<file path="src/rtl/uart_pkg.sv">
// ---------------------------------------------------------------------------
// uart_pkg
//   Shared UART definitions: default frame/oversampling constants used by
//   uart_rx, uart_tx and uart_baudrate_gen, and the receiver FSM state type.
// ---------------------------------------------------------------------------
package uart_pkg;

  localparam int unsigned UART_OVERSAMPLE = 16;
  localparam int unsigned UART_DATA_BITS  = 8;

  typedef enum logic [1:0] {
    IDLE,
    START,
    DATA,
    STOP
  } uart_rx_state_t;

endpackage

</file>
<file path="src/rtl/uart_sync_2ff.sv">
// ---------------------------------------------------------------------------
// uart_sync_2ff
//   1-bit two-flop synchroniser for an asynchronous input.
//   Ports:
//     i_clk    in  : system clock, rising edge
//     i_rst_n  in  : asynchronous active-low reset
//     i_d      in  : asynchronous input
//     o_q      out : synchronised output (2 cycles latency)
//   RST_VAL sets the value both flops take in reset (idle level of i_d).
// ---------------------------------------------------------------------------
module uart_sync_2ff #(
  parameter logic RST_VAL = 1'b0
) (
  input  logic i_clk,
  input  logic i_rst_n,
  input  logic i_d,
  output logic o_q
);

  logic r_meta;
  logic r_sync;

  always_ff @(posedge i_clk or negedge i_rst_n) begin
    if (!i_rst_n) begin
      r_meta <= RST_VAL;
      r_sync <= RST_VAL;
    end else begin
      r_meta <= i_d;
      r_sync <= r_meta;
    end
  end

  assign o_q = r_sync;

endmodule

</file>
<file path="src/rtl/uart_rx.sv">
// ---------------------------------------------------------------------------
// uart_rx
//   UART receiver, 1 start bit, DATA_BITS data bits LSB first, 1 stop bit,
//   no parity. Samples on the oversampled tick shared with uart_tx.
//   Ports:
//     clk        in  : system clock, rising edge
//     reset_n    in  : asynchronous active-low reset
//     tick       in  : one-cycle enable, OVERSAMPLE pulses per bit period
//     rx         in  : asynchronous serial input, idles high
//     m_data     out : received byte
//     m_valid    out : m_data holds an unconsumed byte
//     m_ready    in  : consumer accepts m_data (transfer on m_valid&&m_ready)
//     busy       out : receiver FSM is not idle
//     frame_err  out : one-cycle pulse, stop bit sampled low
//     overrun    out : one-cycle pulse, completed byte dropped (buffer full)
// ---------------------------------------------------------------------------
module uart_rx
  import uart_pkg::*;
#(
  parameter int unsigned DATA_BITS  = UART_DATA_BITS,
  parameter int unsigned OVERSAMPLE = UART_OVERSAMPLE
) (
  input  logic                 clk,
  input  logic                 reset_n,
  input  logic                 tick,
  input  logic                 rx,
  output logic [DATA_BITS-1:0] m_data,
  output logic                 m_valid,
  input  logic                 m_ready,
  output logic                 busy,
  output logic                 frame_err,
  output logic                 overrun
);

  localparam int unsigned S_W = $clog2(OVERSAMPLE);
  localparam int unsigned N_W = $clog2(DATA_BITS);

  localparam logic [S_W-1:0] S_MID  = S_W'(OVERSAMPLE / 2 - 1);
  localparam logic [S_W-1:0] S_LAST = S_W'(OVERSAMPLE - 1);
  localparam logic [N_W-1:0] N_LAST = N_W'(DATA_BITS - 1);

  logic                 w_rx_s;

  uart_rx_state_t       r_state;
  uart_rx_state_t       w_state_nxt;
  logic [S_W-1:0]       r_s_cnt;
  logic [S_W-1:0]       w_s_cnt_nxt;
  logic [N_W-1:0]       r_n_cnt;
  logic [N_W-1:0]       w_n_cnt_nxt;
  logic [DATA_BITS-1:0] r_shift;
  logic [DATA_BITS-1:0] w_shift_nxt;
  logic                 w_done;
  logic                 w_ferr;

  logic [DATA_BITS-1:0] r_m_data;
  logic                 r_m_valid;
  logic                 r_busy;
  logic                 r_frame_err;
  logic                 r_overrun;

  uart_sync_2ff #(
    .RST_VAL (1'b1)
  ) u_sync (
    .i_clk   (clk),
    .i_rst_n (reset_n),
    .i_d     (rx),
    .o_q     (w_rx_s)
  );

  always_ff @(posedge clk or negedge reset_n) begin
    if (!reset_n) begin
      r_state <= IDLE;
      r_s_cnt <= '0;
      r_n_cnt <= '0;
      r_shift <= '0;
      r_busy  <= 1'b0;
    end else begin
      r_state <= w_state_nxt;
      r_s_cnt <= w_s_cnt_nxt;
      r_n_cnt <= w_n_cnt_nxt;
      r_shift <= w_shift_nxt;
      r_busy  <= (w_state_nxt != IDLE);
    end
  end

  always_comb begin
    w_state_nxt = r_state;
    w_s_cnt_nxt = r_s_cnt;
    w_n_cnt_nxt = r_n_cnt;
    w_shift_nxt = r_shift;
    w_done      = 1'b0;
    w_ferr      = 1'b0;
    case (r_state)
      // Start detection runs every clock, independent of tick.
      IDLE: begin
        if (!w_rx_s) begin
          w_state_nxt = START;
          w_s_cnt_nxt = '0;
        end
      end
      START: begin
        if (tick) begin
          if (r_s_cnt == S_MID) begin
            if (!w_rx_s) begin
              w_state_nxt = DATA;
              w_s_cnt_nxt = '0;
              w_n_cnt_nxt = '0;
            end else begin
              w_state_nxt = IDLE;
            end
          end else begin
            w_s_cnt_nxt = r_s_cnt + S_W'(1);
          end
        end
      end
      DATA: begin
        if (tick) begin
          if (r_s_cnt == S_LAST) begin
            w_shift_nxt = {w_rx_s, r_shift[DATA_BITS-1:1]};
            w_s_cnt_nxt = '0;
            if (r_n_cnt == N_LAST) begin
              w_state_nxt = STOP;
            end else begin
              w_n_cnt_nxt = r_n_cnt + N_W'(1);
            end
          end else begin
            w_s_cnt_nxt = r_s_cnt + S_W'(1);
          end
        end
      end
      STOP: begin
        if (tick) begin
          if (r_s_cnt == S_LAST) begin
            // Leave at mid stop bit so a back-to-back start edge is not missed.
            w_state_nxt = IDLE;
            w_done      = w_rx_s;
            w_ferr      = !w_rx_s;
          end else begin
            w_s_cnt_nxt = r_s_cnt + S_W'(1);
          end
        end
      end
      default: w_state_nxt = IDLE;
    endcase
  end

  // One-entry output buffer; a drain in the completion cycle frees the slot.
  always_ff @(posedge clk or negedge reset_n) begin
    if (!reset_n) begin
      r_m_data    <= '0;
      r_m_valid   <= 1'b0;
      r_frame_err <= 1'b0;
      r_overrun   <= 1'b0;
    end else begin
      r_frame_err <= w_ferr;
      r_overrun   <= w_done && r_m_valid && !m_ready;
      if (w_done && (!r_m_valid || m_ready)) begin
        r_m_data  <= r_shift;
        r_m_valid <= 1'b1;
      end else if (r_m_valid && m_ready) begin
        r_m_valid <= 1'b0;
      end
    end
  end

  assign m_data    = r_m_data;
  assign m_valid   = r_m_valid;
  assign busy      = r_busy;
  assign frame_err = r_frame_err;
  assign overrun   = r_overrun;

endmodule

</file>
<file path="config.mk">
export PLATFORM = sky130hd
export DESIGN_NAME = uart_rx
export DESIGN_NICKNAME = d
export VERILOG_FILES = /design/src/rtl/uart_pkg.sv /design/src/rtl/uart_sync_2ff.sv /design/src/rtl/uart_rx.sv
export SDC_FILE = /design/constraint.sdc
export NUM_CORES = 1
export LEC_CHECK = 0
export ABC_CLOCK_PERIOD_IN_PS = 4590
export CAP_MARGIN = 0
export CORE_MARGIN = 4
export CORE_UTILIZATION = 60
export DETAILED_ROUTE_END_ITERATION = 6
export DONT_BUFFER_PORTS = 1
export GPL_TIMING_DRIVEN = 0
export PLACE_DENSITY = 0.76
export SLEW_MARGIN = 10
export SYNTH_ARGS = -nofsm -noshare
export SYNTH_HDL_FRONTEND = slang
export SYNTH_SLANG_ARGS = --single-unit
</file>
<file path="constraint.sdc">
create_clock -name clk -period 4.59 [get_ports clk]
set_input_delay 0.918 -clock clk [delete_from_list [all_inputs] [get_ports clk]]
set_output_delay 0.918 -clock clk [all_outputs]
set_load 0.02 [all_outputs]
</file>
==> impl_metrics.py <==
metrics = {
    "critical_path": {
        "worst_setup_path_start_kind": "flip-flop",
        "worst_ep_required_time_ns": 4.81,
        "crit_type": "flip-flop to flip-flop",
        "crit_path_max_fanout": 9,
        "critPathCaptureType": "flip-flop",
        "timing.critical_path.arrival_ns": 1.99,
    },
    "die": {
        "dieWidth_um": 56.6,
        "die_h_um": 56.6,
        "floorplan.die_area_sq_mm": 0.00320,
        "core_sq_mm": 0.00223,
        "floorplan.io_pins": 17,
        "fp-row-count": 17,
        "initial_util": 0.635,
    },
    "synth": {
        "yosys_warnings": 0,
        "synth_cells": 106,
        "ys_seq_area_frac": 0.549,
        "mappedNetlistArea_sq_mm": 0.00142,
        "ys_ff_latch": 31,
        "synth_area_leader_cell": "dfrtp_1",
        "synth_top_cells_by_area": "dfrtp_1 (51%), mux2_2 (16%), dfstp_2 (3.7%), ha_1 (2.6%), nand3_4 (2.5%)",
        "average_size_of_a_mapped_cell_sq_um": 13.4,
        "synthDistinctLibCells": 33,
        "post-synth-top-area-fraction": 0.512,
        "synth.net_count": 114,
        "synthMostInstantiatedCell": "dfrtp_1",
        "synth-edff-count": 0,
        "ys_dominant_reg_cell": "dfrtp_1",
        "synth-async-reset-ratio": 1.00,
        "synth_common_cells": "dfrtp_1 (29), mux2_2 (20), nand2_1 (4)",
    },
    "grt": {
        "grt_start_max_net_pins": 32,
        "vias_in_the_first_global_route": 896,
        "grtUsageTotal": 0.170,
        "grt-busiest-layer": "met2",
        "grt_use_met1": 0.205,
        "grtUsageMet3": 0.0529,
        "grt_pass1_wl_um": 4060,
        "number_of_antenna_violations_at_the_first_check_in_global_routing": 0,
        "globalRouteMet2Util": 0.257,
        "grt-ovfl-total": 0,
    },
    "sta": {
        "grt_setup_unrepaired": "no",
        "timing.max_slew.rel_slack": 0.714,
        "maxClockFrequency_mhz": 565,
        "timing.hold.ws_ns": 0.271,
        "tightestPinTransition_ns": 0.428,
        "setup_violations": 0,
        "timing_hold_violations_final": 0,
        "setup_slack_ns": 2.82,
        "finClkSkew_ns": 0.0119,
        "finalMaxSlewViolations": 0,
        "fin_crit_ns": 1.77,
        "setup_tns_ns": 0,
        "finalCritPeriodShare": 0.386,
    },
    "cts": {
        "tritoncts": "built",
        "root_buffer": "clkbuf_4",
        "maximum_level_of_the_cts_h_tree": 2,
        "post_cts_resize_count": 0,
        "cts_hold_repair.buffers": 0,
        "clock_latency_ns": 0.33,
        "tritoncts.num_buffers": 5,
        "postCtsSetupBuffers": 0,
        "cts.sink_count": 31,
        "clk_path_buf_depth": 2,
        "clk_pin_slew_worst_paths_ns": 0.09,
    },
    "routing": {
        "final_wirelength_um": 2440,
        "route.antenna.remaining_nets": 0,
        "dr_total_vias": 875,
        "drt_drc_violations_left": 0,
        "starting_drc_count_in_detailed_routing": 7,
        "drt_pre_antenna_iters": 6,
        "vias_per_cell": 6.21,
        "avgRoutedWirePerCell_um": 17.3,
    },
    "placed_design": {
        "detailedPlace.worstSlack_ns": 2.64,
        "detailed_place_hpwl_um": 1660,
        "buffer_ports.inserted": 0,
        "gpl.final_weighted_congestion": 0.769,
    },
    "finish": {
        "finalCoreUtilization": 0.676,
        "fraction_of_layout_cells_with_a_size_suffix_above_1": 0.363,
        "register_cell_area_after_layout_sq_um": 778,
        "n_antenna_cell": 0,
        "final_nets": 121,
        "multi_input_area_sq_um": 579,
        "nFillCells": 170,
        "areaGrowthSynthToFinish_pct": 6.44,
    },
    "worst_hold_path": {
        "min_path_type": "primary input to async pin",
    },
    "power": {
        "ir_drop_v": 0.000294,
        "power_per_cell_area_mw_per_mm2": 441,
        "power.static_leakage_uw": 0.000746,
        "total_power_uw": 665,
    },
    "outcome": {
        "outcome": "finished clean",
    },
    "run": {
        "cap_viol_max_count": 0,
    },
}
## layout make-up
cell class,instances,share of cell area
plain buffers,5,0.0323
clock buffers,6,0.0340
clock inverters,1,0.00332
inverters,3,0.00746
multi-input cells,67,0.384
flip-flops and latches,31,0.516
well taps,28,0.0232
## kinds of logic (layout without fill, tap and decap cells)
| group | Yosys count | in the layout | synth area share |
|---|---|---|---|
| buffers and inverters | 8 | 15 | 0.0424 |
| AND/OR/NAND/NOR | 26 | 26 | 0.125 |
| adder cells (fa/ha/maj) | 3 | 3 | 0.0265 |
| AO/OA/AOI/OAI | 18 | 18 | 0.0980 |
| multiplexers | 20 | 20 | 0.159 |
| flip-flops | 31 | 31 | 0.549 |
## report_power, final
group          internal, uW  switching [uW]
clock network          70.8            86.5
logic                  83.3             107
registers               301            16.9
## state kept, by name, indices dropped and copies added (netlist names)
register / count
m_data: 8
r_shift: 8
r_s_cnt: 4
r_n_cnt: 3
r_state: 2
busy: 1
frame_err: 1
m_valid: 1
overrun: 1
u_sync.o_q: 1
u_sync.r_meta: 1
## per-layer routing
layer / up-vias / share of wire
met5: - / 0
met4: 0 / 0.032
met3: 10 / 0.056
met2: 27 / 0.48
met1: 438 / 0.43
li1: 400 / -
## cells in the final DEF (no fill, tap or decap), drive strengths merged, types with 2 or more instances in the layout
| cell | synthesis | final |
|---|---|---|
| dfrtp | 29 | 29 |
| mux2 | 20 | 20 |
| clkbuf | 0 | 6 |
| buf | 5 | 5 |
| nand3 | 5 | 5 |
| nand2 | 4 | 4 |
| nor3 | 4 | 4 |
| nor2 | 4 | 4 |
| inv | 3 | 3 |
| ha | 3 | 3 |
| a22o | 3 | 3 |
| o21ai | 2 | 2 |
| a21oi | 2 | 2 |
| nor4 | 2 | 2 |
| nand3b | 2 | 2 |
| o21bai | 2 | 2 |
| and3 | 2 | 2 |
| a211oi | 2 | 2 |
| dfstp | 2 | 2 |
## worst max-delay path: stages, from the launching register on
cell,delay (ns)
dfrtp_1,0.39
ha_1,0.30
nand3_4,0.17
nor2_2,0.40
mux2_2,0.40
## final timing paths
kind | slack [ns] | endpoint | startpoint | cells after the start
setup / recovery | 2.82 | r_shift[3] | r_s_cnt[0] | 4
hold / removal | 0.27 | r_s_cnt[3] | reset_n | 0
setup reg to reg | 2.82 | r_shift[3] | r_s_cnt[0] | 4
hold reg to reg | 0.37 | u_sync.o_q | u_sync.r_meta | 0
max in group asynchronous | 4.13 | u_sync.o_q | reset_n | 0
min in group clk | 0.37 | u_sync.o_q | u_sync.r_meta | 0
## metrics by stage
| step | cell area (sq um) | cells |
|---|---|---|
| global placement | 1450 | 134 |
| finish | 1510 | 141 |
| detailed placement | 1450 | 134 |
| floorplan | 1420 | 106 |
| global route | 1510 | 141 |
| CTS | 1510 | 141 |
Note: power is estimated with default switching activity, not from simulation.
==> variant 1, RTL diff (config.mk and constraints unchanged) <==
Set the package constant `UART_OVERSAMPLE` to 8 (it was 16).
--- a/src/rtl/uart_pkg.sv
+++ b/src/rtl/uart_pkg.sv
@@ -7,3 +7,3 @@
 
-  localparam int unsigned UART_OVERSAMPLE = 16;
+  localparam int unsigned UART_OVERSAMPLE = 8;
   localparam int unsigned UART_DATA_BITS  = 8;
Check against the original RTL: not equivalent (a bounded check fails within 10 cycles, from zero or initial values and one cycle with reset_n low).
==> variant 1 against the original RTL <==
- area after synthesis shrank 3.7%
- non-clock buffer count is 1 lower
- final cell count down 3.5%
- setup slack got worse by 110 ps
- combinational power is 28% lower
- sequential power increased by 2%
- wire length is 15% lower
- sequential cell count decreased by 1
- critical path depth grew 2
- total power is 9.3% lower
- first-iteration DRC count grew to 2.9 times the old value
- design area decreased by 3.8%
- sequential share of layout area is 0.32 points higher
==> variant 1: results (changes against the original RTL) <==
* Net Sw Frac at 30.92% (-0.72 points)
* DP Area at 1400 sq um (-3.6%)
* Combinational power share at 22.6% (-6.0 points)
* Synth unique cells at 33 (unchanged)
* Clock transition at path regs at 100 ps
* First-pass GRT wire length at 3.698 mm (-9.0%)
* Vias in the first global route at 812 (-9.4%)
* DR vias/cell at 5.559 (-10%)
* CTS buffer count at 5 (unchanged)
* Total power at 603.3 uW (-9.3%)
* Skew final at 16.02 ps (+4.077 ps)
* Initial antenna violation count at 0 (unchanged)
* Placed instance count at 128 (-4.5%)
* Largest cells by area after synthesis: dfrtp_1 51%, mux2_4 8.8%, mux2_2 7.4%
* Ys async rst share at 100.0% (unchanged)
* Ys flop type: dfrtp_1
* H-Tree Depth at 2 (unchanged)
* Hold WC Path Type: primary input to asynchronous set/reset pin
* Reg2reg start: r_s_cnt[0]$_DFFE_PN0P_
* Worst path max stage delay at 380 ps (-20 ps)
* Status: completed
* Slowest cell on crit path: dfrtp_1
* Layout cell share with drive strength beyond 1 at 32.41% (-3.9 points)
* Synth cell count leaders: 28 x dfrtp_1, 9 x mux2_2, 8 x mux2_4, 6 x ha_1, 6 x inv_1
* Slew margin rel. at 66.35% (-5.1 points)
* DRT iter0 DRCs at 20 (+13)
* Sequential area share after synthesis at 55.18% (+0.28 points)
* CP max FO at 8 (-1)
* Final net count at 118 (-2.5%)
* Largest net degree at the start of global routing at 31 (-3.1%)
* Antenna cells at 0 (unchanged)
* Later-pin clock latency in the skew report at roughly 320 ps
* CTS root buf: clkbuf_4
* Drt first pass iters at 4 (-2)
* Hold_ws at 274.7 ps (+3.756 ps)
* Placer Congestion at 0.8045 (+4.6%)
* Pleak at 0.0007268 uW (-2.5%)
* R2R cell count at 6 (+2)
* Mapped Nets at 111 (-2.6%)
* YS warnings at 0 (unchanged)
* Final Worst Setup Slack at 2710 ps (-110.2 ps)
* Crit Reg-Reg Endpoint: m_data[0]$_DFFE_PN0P_
* Worst slack at placement at 2566 ps (-69.95 ps)
* Crit path DAT at 2080 ps (+90 ps)
* Detailed placement HPWL at 1.453 mm (-12%)
* Worst ir drop on vdd at 0.2939 mV (-0.14%)
* WL final at 2.072 mm (-15%)
* Port buffer count at 0 (unchanged)
* Post-cts resize count at 0 (unchanged)
* Avg Inst Size Synth at 13.65 sq um (+2.1%)
* P_seq at 322 uW (+2%)
* CTS max path bufs at 2 (unchanged)
* Post-CTS setup buffers at 0 (unchanged)
* WL/cell at 15.24 um (-12%)
* Tot GR Track Use at 14.99% (-2.1 points)
* EDFF count, synth at 0 (unchanged)
## variant 1: cell type report
class                           count  area [sq um]
Sequential cell                    30         753.2
Fill cell                         163         739.5
Multi-Input combinational cell     60         556.8
Clock buffer                        6         41.29
Tap cell                           28         35.03
Buffer                              4         32.53
Inverter                            6         22.52
Clock inverter                      2         10.01
## variant 1: critical path: cells and delay by family (launching register included)
kind | cells | cell delay, ps
adder cells (fa/ha/maj) | 2 | 500
AND/OR/NAND/NOR | 2 | 430
flip-flops | 1 | 380
buffers and inverters | 1 | 160
multiplexers | 1 | 300
## variant 1: how the worst max path moves through the flow
stage                           startpoint                     to  depth (start not counted)
floorplan                             tick  m_data[0]$_DFFE_PN0P_                          5
global placement                      tick  m_data[6]$_DFFE_PN0P_                          5
detailed placement                    tick  m_data[3]$_DFFE_PN0P_                          5
CTS                 r_s_cnt[0]$_DFFE_PN0P_  m_data[0]$_DFFE_PN0P_                          6
global route        r_s_cnt[0]$_DFFE_PN0P_  m_data[7]$_DFFE_PN0P_                          6
finish              r_s_cnt[0]$_DFFE_PN0P_  m_data[0]$_DFFE_PN0P_                          6
## variant 1: logic make-up (layout without fill, tap and decap cells)
group,Yosys count,in the layout,share of synthesized area [%]
mux,19,19,17.69
flops,30,30,55.18
fa+ha+maj,6,6,5.499
simple gates,24,24,11.46
compound gates,11,11,6.142
buf+inv,10,18,4.033
## variant 1: layer usage
| layer | global-route usage (%) | part of all wire, % | vias up | wire [um] |
|---|---|---|---|---|
| li1 | - | - | 366 | - |
| met1 | 18.15 | 46 | 373 | 951 |
| met2 | 24.83 | 48 | 15 | 1003 |
| met3 | 5.800 | 4.9 | 2 | 101 |
| met4 | 4.167 | 0.68 | 0 | 14 |
| met5 | 0 | 0 | - | 0 |
==> variant 2, RTL diff (same settings) <==
Without the edit above. Register the output `frame_err` once more, without a reset; this adds one clock of latency there. The other outputs are not delayed to match. Comments in the files are not updated.
--- a/src/rtl/uart_rx.sv
+++ b/src/rtl/uart_rx.sv
@@ -168,3 +168,5 @@
   assign busy      = r_busy;
-  assign frame_err = r_frame_err;
+  always_ff @(posedge clk) begin
+    frame_err <= r_frame_err;
+  end
   assign overrun   = r_overrun;
Check against the original RTL: same outputs for any inputs over 10 cycles, from zero or initial values and one cycle with reset_n low; that may be too few to reach the edited logic, so the function may still have changed.
==> variant 2 against the original RTL <==
- worst hold slack lost 1.5 ps
- via count grew 2.4%
- fmax down 6.4%
- total power rose by 6.0%
- wire length is 6.0% lower
- sequential share of layout area fell by 0.62 points
- setup slack got worse by 120 ps
- clock skew fell by 6.2 ps
- design area up 3.8%
- area after synthesis up 2.6%
- sequential cell count is 1 higher
- largest power group unchanged
==> variant 2: results (changes against the original RTL) <==
* Placer Congestion at 0.8129 (+5.7%)
* Worst ir drop on vdd at 0.3926 mV (+33%)
* Fillcell total at 174 (+2.4%)
* Synth unique cells at 38 (+15%)
* Max-slew violation count at 0 (unchanged)
* Crit path DAT at 2110 ps (+120 ps)
* Slowest cell on crit path: dfrtp_1
* Pwr/cell area at 450.1 nW/um^2 (+2.1%)
* Tot GR Track Use at 16.72% (-0.32 points)
* P_sw at 215.3 uW (+2.3%)
* Worst path max stage delay at about 410 ps
* Ys flop type: dfrtp_1
* Slew margin rel. at 70.54% (-0.90 points)
* Mapped Nets at 117 (+2.6%)
* First-pass GRT wire length at 4.119 mm (+1.4%)
* CP delay by family, top: simple AND/OR/NAND/NOR gates
* DRT iter0 DRCs at 11 (+4)
* Ys async rst share at 96.88% (-3.1 points)
* Later-pin clock latency in the skew report at 330 ps (about the same)
* DP Area at 1490 sq um (+2.6%)
* Post-CTS setup buffers at 0 (unchanged)
* CTS max path bufs at 2 (unchanged)
* Post-cts resize count at 0 (unchanged)
* Final ANT Viol Nets at 0 (unchanged)
* Largest cells by area after synthesis: dfrtp_1 50%, mux2_2 14%, dfstp_2 3.6%
* Drt first pass iters at 4 (-2)
* Initial antenna violation count at 0 (unchanged)
* Placed instance count at 137 (+2.2%)
* Vias in the first global route at 913 (+1.9%)
* # hold bufs at CTS at 0 (unchanged)
* Avg Inst Size Synth at 13.35 sq um (-0.18%)
* CTS root buf: clkbuf_4
* Synth cell count leaders: 29 x dfrtp_1, 18 x mux2_2
* Detailed placement HPWL at 1.562 mm (-5.7%)
* Pleak at 0.0007228 uW (-3.1%)
* Layout cell share with drive strength beyond 1 at 32.48% (-3.8 points)
* Sequential area share after synthesis at 54.86% (about the same)
* Antenna cells at 0 (unchanged)
* CTS buffer count at 5 (unchanged)
* Status: completed
* Hold WC Path Type: primary input to asynchronous set/reset pin
* YS warnings at 0 (unchanged)
* CP max FO at 9 (unchanged)
* EDFF count, synth at 0 (unchanged)
* Clock transition at path regs at ~100 ps
* Vias at 896 (+2.4%)
* WL final at 2.289 mm (-6.0%)
* Largest net degree at the start of global routing at 32 (unchanged)
* Port buffer count at 0 (unchanged)
* Skew final at 5.773 ps (-6.169 ps)
* DR vias/cell at 6.179 (-0.42%)
## variant 2: cells by family after synthesis
family,Yosys count,share of synthesized area (%)
AOI/OAI and AO/OA,19,9.632
xor gates and xnor gates,1,0.6020
adders and majority gates,3,2.580
buffers and inverters,8,2.923
DFF,32,54.86
muxes,18,13.93
and+or+nand+nor,28,15.48
## variant 2: final timing paths
path / cells past startpoint / start / slack [ps] / to
worst min-delay path: 0 / reset_n / 270 / m_data[7]$_DFFE_PN0P_
min in group clk: 0 / u_sync.r_meta$_DFF_PN1_ / 360 / u_sync.o_q$_DFF_PN1_
max in group asynchronous: 0 / reset_n / 4140 / u_sync.r_meta$_DFF_PN1_
worst max-delay path: 7 / r_s_cnt[0]$_DFFE_PN0P_ / 2700 / m_data[0]$_DFFE_PN0P_
worst max register to register: 7 / r_s_cnt[0]$_DFFE_PN0P_ / 2700 / m_data[0]$_DFFE_PN0P_
worst min register to register: 0 / u_sync.r_meta$_DFF_PN1_ / 360 / u_sync.o_q$_DFF_PN1_
## variant 2: area by class of cell
type	instances	area share [%]
buffer	7	2.476
sequential	32	50.96
multi-input combinational	69	39.22
clock inverter	2	2.236
clock buffer	6	2.636
inverter	1	0.2396
tap	28	2.236
## variant 2: worst reg2reg max path: stages, from the launching register on
cell     delay [ps]
dfrtp_1         410
ha_1            160
buf_2           210
and4_4          280
nand4_4         110
nor2b_2         140
buf_6           150
mux2_2          330
## variant 2: routing by layer
layer | global-route usage, % | up-vias | part of all wire (%)
met3 | 6.109 | 7 | 6.9
met2 | 23.98 | 29 | 45
li1 | - | 418 | -
met4 | 10.60 | 0 | 2.9
met5 | 0 | - | 0
met1 | 21.35 | 442 | 45
## variant 2: power groups by stage
stage	clock network, uW	registers (uW)	logic [uW]
global placement	0	348	147
global route	223	349	176
CTS	210	344	155
floorplan	0	341	130
detailed placement	0	350	154
finish	205	344	156
## variant 2: metrics by stage
stage                     power, uW  setup WS, ps
after floorplan               470.9          2455
after global placement        494.9          2368
after detailed placement      503.9          2353
after CTS                     709.5          2691
after global routing          748.2          2590
final                         705.2          2699
